## src/rtl/fwd_ctrl.sv

```systemverilog
// Forwarding / hazard controller beside the ID/EX register: picks operand forward
// selects from a 3-deep destination history and raises load-use / branch-compare stalls.
// Optional feature macro: FWD_LOAD_USE_STALL_EN (enables the load-use stall).
module fwd_ctrl (
    input  logic       clk,
    input  logic       rst,
    input  logic       id_valid,
    input  logic [4:0] id_rs1,
    input  logic [4:0] id_rs2,
    input  logic [2:0] id_opa_base,
    input  logic [2:0] id_opb_base,
    input  logic       id_cond_branch,
    input  logic [4:0] id_rd,
    input  logic       id_rd_we,
    input  logic       id_is_load,
    input  logic       ex_take_branch,
    output logic [2:0] id_ex_opa_select,
    output logic [2:0] id_ex_opb_select,
    output logic       id_ex_valid_inst,
    output logic       stall
);

    // Select encodings shared with the execute-stage operand muxes.
    localparam logic [2:0] ALU_OPA_IS_REGA = 3'd0;
    localparam logic [2:0] ALU_OPA_IS_PC   = 3'd1;
    localparam logic [2:0] ALU_OPA_IS_ZR   = 3'd2;
    localparam logic [2:0] ALU_OPB_IS_REGB = 3'd0;
    localparam logic [2:0] ALU_OPB_IS_IMM  = 3'd1;
    localparam logic [2:0] ALU_OPB_IS_4    = 3'd2;
    localparam logic [2:0] FOWARD_1        = 3'd4;
    localparam logic [2:0] FOWARD_2        = 3'd5;
    localparam logic [2:0] FOWARD_3        = 3'd6;

    typedef struct packed {
        logic       valid;
        logic [4:0] rd;
        logic       we;
    } hist_t;

    // Index 0 = EX (h1), 1 = MEM (h2), 2 = WB (h3).
    hist_t [2:0] hist_q, hist_d;
    logic  [2:0] opa_sel_q, opa_sel_d;
    logic  [2:0] opb_sel_q, opb_sel_d;
    logic        valid_inst_q, valid_inst_d;

    logic  [2:0] match_a, match_b;
    logic  [2:0] opa_fwd, opb_fwd;
    logic        br_stall, load_use, stall_int;

    function automatic logic hmatch(input hist_t h, input logic [4:0] r);
        return h.valid && h.we && (h.rd == r) && (r != 5'd0);
    endfunction

    function automatic logic [2:0] pick_fwd(input logic [2:0] m, input logic [2:0] base);
        logic [2:0] sel;
        sel = base;
        if (m[0])      sel = FOWARD_1;
        else if (m[1]) sel = FOWARD_2;
        else if (m[2]) sel = FOWARD_3;
        return sel;
    endfunction

    always_comb begin
        for (int i = 0; i < 3; i++) begin
            match_a[i] = hmatch(hist_q[i], id_rs1);
            match_b[i] = hmatch(hist_q[i], id_rs2);
        end
        opa_fwd = (id_opa_base == ALU_OPA_IS_REGA) ? pick_fwd(match_a, id_opa_base) : id_opa_base;
        opb_fwd = (id_opb_base == ALU_OPB_IS_REGB) ? pick_fwd(match_b, id_opb_base) : id_opb_base;
        // Branch compare reads unforwarded register values, so any in-flight writer blocks it.
        br_stall = id_cond_branch && ((|match_a) || (|match_b));
    end

`ifdef FWD_LOAD_USE_STALL_EN
    logic h1_load_q, h1_load_d;
    logic use_a, use_b;

    always_comb begin
        use_a    = (id_opa_base == ALU_OPA_IS_REGA) || id_cond_branch;
        use_b    = (id_opb_base == ALU_OPB_IS_REGB) || id_cond_branch;
        load_use = h1_load_q && ((use_a && match_a[0]) || (use_b && match_b[0]));
    end

    always_comb begin
        h1_load_d = 1'b0;
        if (!ex_take_branch && !stall_int)
            h1_load_d = id_is_load;
    end

    always_ff @(posedge clk or negedge rst) begin
        if (!rst) h1_load_q <= 1'b0;
        else      h1_load_q <= h1_load_d;
    end
`else
    logic unused_load;
    assign unused_load = id_is_load;
    assign load_use    = 1'b0;
`endif

    // Flush suppresses the stall: the ID instruction is being discarded anyway.
    assign stall_int = id_valid && !ex_take_branch && (load_use || br_stall);
    assign stall     = stall_int && rst;

    always_comb begin
        hist_d[2] = hist_q[1];
        hist_d[1] = hist_q[0];
        if (ex_take_branch || stall_int) begin
            hist_d[0]    = '0;
            opa_sel_d    = ALU_OPA_IS_REGA;
            opb_sel_d    = ALU_OPB_IS_REGB;
            valid_inst_d = 1'b0;
        end else begin
            hist_d[0]    = '{valid: id_valid, rd: id_rd, we: id_rd_we};
            opa_sel_d    = opa_fwd;
            opb_sel_d    = opb_fwd;
            valid_inst_d = id_valid;
        end
    end

    always_ff @(posedge clk or negedge rst) begin
        if (!rst) begin
            hist_q       <= '0;
            opa_sel_q    <= ALU_OPA_IS_REGA;
            opb_sel_q    <= ALU_OPB_IS_REGB;
            valid_inst_q <= 1'b0;
        end else begin
            hist_q       <= hist_d;
            opa_sel_q    <= opa_sel_d;
            opb_sel_q    <= opb_sel_d;
            valid_inst_q <= valid_inst_d;
        end
    end

    assign id_ex_opa_select = opa_sel_q;
    assign id_ex_opb_select = opb_sel_q;
    assign id_ex_valid_inst = valid_inst_q;

    logic unused_enc;
    assign unused_enc = ^{ALU_OPA_IS_PC, ALU_OPA_IS_ZR, ALU_OPB_IS_IMM, ALU_OPB_IS_4};

endmodule
```

## config.mk

```make
export PLATFORM = sky130hd
export DESIGN_NAME = fwd_ctrl
export DESIGN_NICKNAME = d
export VERILOG_FILES = /design/src/rtl/fwd_ctrl.sv
export SDC_FILE = /design/constraint.sdc
export NUM_CORES = 1
export LEC_CHECK = 0
export ABC_AREA = 1
export CORE_MARGIN = 2
export CORE_UTILIZATION = 35
export CTS_BUF_LIST = sky130_fd_sc_hd__clkbuf_4
export DETAILED_ROUTE_END_ITERATION = 8
export HOLD_SLACK_MARGIN = 0.06
export PLACE_DENSITY = 0.68
export SETUP_SLACK_MARGIN = 0.02
export SLEW_MARGIN = 20
export SYNTH_ARGS = -nofsm -noshare
export SYNTH_HDL_FRONTEND = slang
export SYNTH_SLANG_ARGS = --single-unit
```

## constraint.sdc

```tcl
create_clock -name clk -period 2.1 [get_ports clk]
set_clock_uncertainty 0.05 [all_clocks]
set_input_delay 0.42 -clock clk [delete_from_list [all_inputs] [get_ports clk]]
set_output_delay 0.42 -clock clk [all_outputs]
set_load 0.01 [all_outputs]
```

# After elaboration in Yosys (flattened, before gate mapping)
# Index checks and enable logic that the tools add are counted.
[classes] n_eq_ne=6 mux=12 n_reduce_logical=28
[op_table] op="$eq 5x5->1" count=6
[op_table] op="$mux 3" count=10
[op_table] op="$logic_and 1x1->1" count=19
[op_table] op="$reduce_bool 5->1" count=2
[op_table] op="$mux 7" count=1
[op_table] op="$logic_not 3->1" count=2
[op_table] op="$reduce_or 3->1" count=2
[op_table] op="$logic_or 1x1->1" count=2
[op_table] op="$logic_not 1->1" count=1
[op_table] op="$mux 1" count=1
[totals] word_cells=58 output_inout_bits=8 in_bits=28 regBits=28

# Depth between registers and ports, before layout
[depth] ltp_word=9 ltp_mapped=12 ltp_nobuf=11

# Least setup slack after synthesis
# Ideal clock, no wire load.
[synth_path] path_kind="flip-flop to output port" from="register hist_q (netlist bit hist_d[13])" to="output stall" path_stages_with_launch=9 required_time_ns=1.630 arrival_ns=1.177 path_slack_ns=0.453 cell_sequence="dfrtp_1 nand2_1 a21oi_1 nand3_2 nor2_2 nor2_2 nand3_2 nand2_2 nor2_1"
[synth_via] elab_chain_len=8
[synth_lines] element="start, declared" line_no="41" rtl="hist_t [2:0] hist_q, hist_d;"
[synth_lines] element="start signal, assigned" line_no="127" rtl="hist_q <= hist_d;"
[synth_lines] element="$logic_and 1x1->1 *" line_no="51" rtl="return h.valid && h.we && (h.rd == r) && (r != 5'd0);"
[synth_lines] element="$logic_and 1x1->1 (2 in series)" line_no="51"
[synth_lines] element="$reduce_or 3->1" line_no="71" rtl="br_stall = id_cond_branch && ((|match_a) || (|match_b));"
[synth_lines] element="$logic_or 1x1->1 *" line_no="71"
[synth_lines] element="$logic_and 1x1->1 *" line_no="71"
[synth_lines] element="$logic_and 1x1->1 *" line_no="101" rtl="assign stall_int = id_valid && !ex_take_branch && (load_use || br_stall);"
[synth_lines] element="$logic_and 1x1->1 *" line_no="102" rtl="assign stall = stall_int && rst;"
[synth_lines] element="end, declared" line_no="20" rtl="output logic stall"
# Mark *: on every way between the ends. The rest lies on a longest branch, timed or not.

# Final worst setup path
[layout_path] from="input id_rs1[4]" to="output stall"
[layout_via] elab_chain_len=8
[layout_lines] element="start, declared" line_no="8" rtl="input logic [4:0] id_rs1,"
[layout_lines] element="$eq 5x5->1" line_no="51"
[layout_lines] element="$logic_and 1x1->1 (2 in series)" line_no="51"
[layout_lines] element="$reduce_or 3->1 *" line_no="71"
[layout_lines] element="$logic_or 1x1->1 *" line_no="71"
[layout_lines] element="$logic_and 1x1->1 *" line_no="71"
[layout_lines] element="$logic_and 1x1->1 *" line_no="101"
[layout_lines] element="$logic_and 1x1->1 *" line_no="102"
# Marks and branches as above.

==> results.txt <==
Top-count cell post-synth - nand2_1
DR WL/cell - 11.4 µm
Worst r2r path cells - 13
PortBufs - 34
Slew HR - 0.700
Yosys warnings - 0
Multi-input logic area - 845 µm²
Commonest cells post-synth - nand2_1, inv_1, nor2_1, dfrtp_1, nor2_4
Antenna violations before repair - 0
Register area - 677 µm²
DR pass1 iterations - 4
Worst EP required - 1.63 ns
Hold path startpoint - hist_d[20]
Post-route setup slack - -0.0633 ns
M3 GR Usage - 0.0253
GRT overflow - 0
CP max stage cell - dlygate4sd2_1
Die area - 0.00513 mm²
CTS max path bufs - 2
Worst skew pair latency - 0.31 ns
Vias - 1554
Sequential area share after synthesis - 0.423
Vias in the first global route - 1555
R2R Setup Slk - 0.08 ns
Reg-to-Reg End - id_ex_opb_select[1]
Clock root buffer - clkbuf_4
Layout cells sized above 1 - 0.315
Global-route wire length before repair - 6.74 mm
Yosys top cell by area - dfrtp_1
H-tree depth - 1
Leakage power - 0.00120 µW
HP Class - reg2reg
Routed Antenna Nets - 0
Die Wd - 71.6 µm
Critical path's largest stage delay - 0.27 ns
Number of diodes - 0
Synth Net Count - 248
Synth area leaders - dfrtp_1, nand2_1, nor2_4, inv_1, nor2_1
Status - finished with violations
Failing checks - negative setup slack
Total Power - 1060 µW
Synth Area in Compound Gates - 0.0391
Post-synthesis xor/xnor area fraction - 0.0110
Crit path time final - 2.16 ns
Hpwl dp - 2.90 mm
Fill cell count - 397
Critical path's top delay family - simple AND/OR/NAND/NOR gates
Ys async rst share - 1.00
CTS Buf Count - 3
Simple-gate share of the synthesized area - 0.426
CTS Sinks - 27
Post-synthesis adder-cell area fraction - 0
GR Util All Layers - 0.165
Peak Freq - 0.462 GHz
Final Hold Viols - 0
Core area - 0.00438 mm²
RePlAce Congestion - 0.901
Largest family of logic cells by synthesized area - simple AND/OR/NAND/NOR gates
Largest net degree at the start of global routing - 28
Clock transition at the registers of the reported paths - 0.14 ns
Hold_ws - 0.343 ns
Post-Syn Area - 0.00160 mm²
Synthesized area per cell - 7.27 µm²
Post-synth EDFFs - 0
M1 GR Usage - 0.210
Pins Over Slew Limit - 0
Nets - 321
Layout area overhead - 48.7%
# rows - 24
DR iter-0 viols - 100
Die Y - 71.6 µm
Syn Inst Count - 220
DR DRC count - 0
Crit-path cells - dlygate4sd2_1 -> buf_4 -> xnor2_2 -> nand3_1 -> nor2_4 -> nor2_4 -> nand3_2 -> nand2_2 -> nor2_2 -> buf_2
Worst EP arrival - 1.69 ns
Drt total wl - 3.93 mm
RSZ-0062 raised after global routing - yes
Maximum vdd ir drop - 0.285 mV
Mux cell area share after synthesis - 0
Vias per inst - 4.52
I/O pin count - 36
Worst Setup Path Type - in2out
PwrDens - 447 mW/mm²
Period utilization - 1.03
Library cells used by synthesis - 22
Global route hottest layer - met2
Setup violators final - 1
Endpoint, Worst Hold - hist_q[20]
Crit path capture type - output pin
Hold_buf cts - 0
CTS tree - built
Startpoint Class - input port
Max-cap viol count - 0
Measured slew at the worst slew-check pin - 0.447 ns
RR Startpoint - hist_d[19]
WHS Path Cells - 0
Buf/Inv on CP - 3
Yosys reg bits - 27
GR Util met2 - 0.289
Crit Path Max Fanout - 3
CP most frequent cell - nor2_4
Initial Util - 0.365
Top_reg_cell synth - dfrtp_1
Share of the synthesized area in the top cell type - 0.423
==> power breakdown <==
part	total, µW	switching, µW	internal, µW
sequential	565	19.0	546
combinational	261	135	126
clock	236	149	87.1
==> cell usage in the layout, fill, tap and decap left out, drive strengths merged <==
master         synthesis  layout
nand4                  1       1
buf                    1      36
clkbuf                 0       5
dfrtp                 27      27
a21oi                  6       6
nor2                  46      46
clkdlybuf4s15          0       4
o22ai                  2       2
or2                    1       1
nand3                  6       6
clkdlybuf4s50          0      23
and3                   1       1
xnor2                  2       2
o21ai                  2       2
dlygate4sd2            0       5
a31oi                  1       1
nor3                   6       6
inv                   38      38
nand2                 80      80
==> worst register-to-register path: cells and delay by family (launching register included) <==
family	cells	cell delay (ns)
AOI/OAI and AO/OA	2	0.23
buffers and inverters	5	0.62
DFF	1	0.47
and+or+nand+nor	6	0.56
==> worst max-delay path by stage <==
stage | startpoint | depth (start not counted) | endpoint | slack (ns)
after floorplan | hist_d[13] | 8 | stall | 0.45
after global placement | id_rs2[2] | 12 | stall | -0.75
after detailed placement | id_rs2[2] | 12 | stall | -0.75
after CTS | hist_d[10] | 11 | stall | -0.06
after global routing | hist_d[15] | 11 | stall | -0.19
final | id_rs1[4] | 10 | stall | -0.06
==> state kept, by name, summed over array words and instances (netlist names) <==
| register | count |
|---|---|
| hist_d | 14 |
| hist_q | 7 |
| id_ex_opa_select | 3 |
| id_ex_opb_select | 3 |
==> routing by layer <==
layer	wire [µm]	part of all wire
met1	1630	0.41
met2	2010	0.51
met3	233	0.059
met4	53	0.013
met5	0	0
==> through the flow <==
step / cells / util / TNS, ns / setup WS (ns) / area [µm²]
after global placement: 322 / 0.487 / -2.06 / -0.746 / 2140
after global routing: 344 / 0.542 / -0.222 / -0.187 / 2380
after floorplan: 220 / - / 0 / 0.453 / 1600
final: 344 / 0.542 / -0.0633 / -0.0633 / 2380
after detailed placement: 322 / 0.487 / -2.07 / -0.749 / 2140
after CTS: 342 / 0.524 / -0.0628 / -0.0628 / 2300
==> what timing repair did <==
action                     CTS  global route
setup endpoints to repair    1             4
gates resized for setup     23            23
buffers inserted            16             4
pin swaps                   14            20
gates cloned                 0             0
==> final cells by class <==
| class | count | share of cell area |
|---|---|---|
| inverter | 38 | 0.0611 |
| timing repair buffer | 69 | 0.259 |
| tap | 52 | 0.0274 |
| multi-input combinational | 154 | 0.355 |
| clock buffer | 4 | 0.0126 |
| sequential | 27 | 0.285 |
==> cells by family (layout without fill, tap and decap cells) <==
| family | Yosys count | count (layout) |
|---|---|---|
| XOR/XNOR | 2 | 2 |
| flip-flops | 27 | 27 |
| AND/OR/NAND/NOR | 141 | 141 |
| buffers and inverters | 39 | 111 |
| AO/OA/AOI/OAI | 11 | 11 |
(Power assumes the default switching activity.)
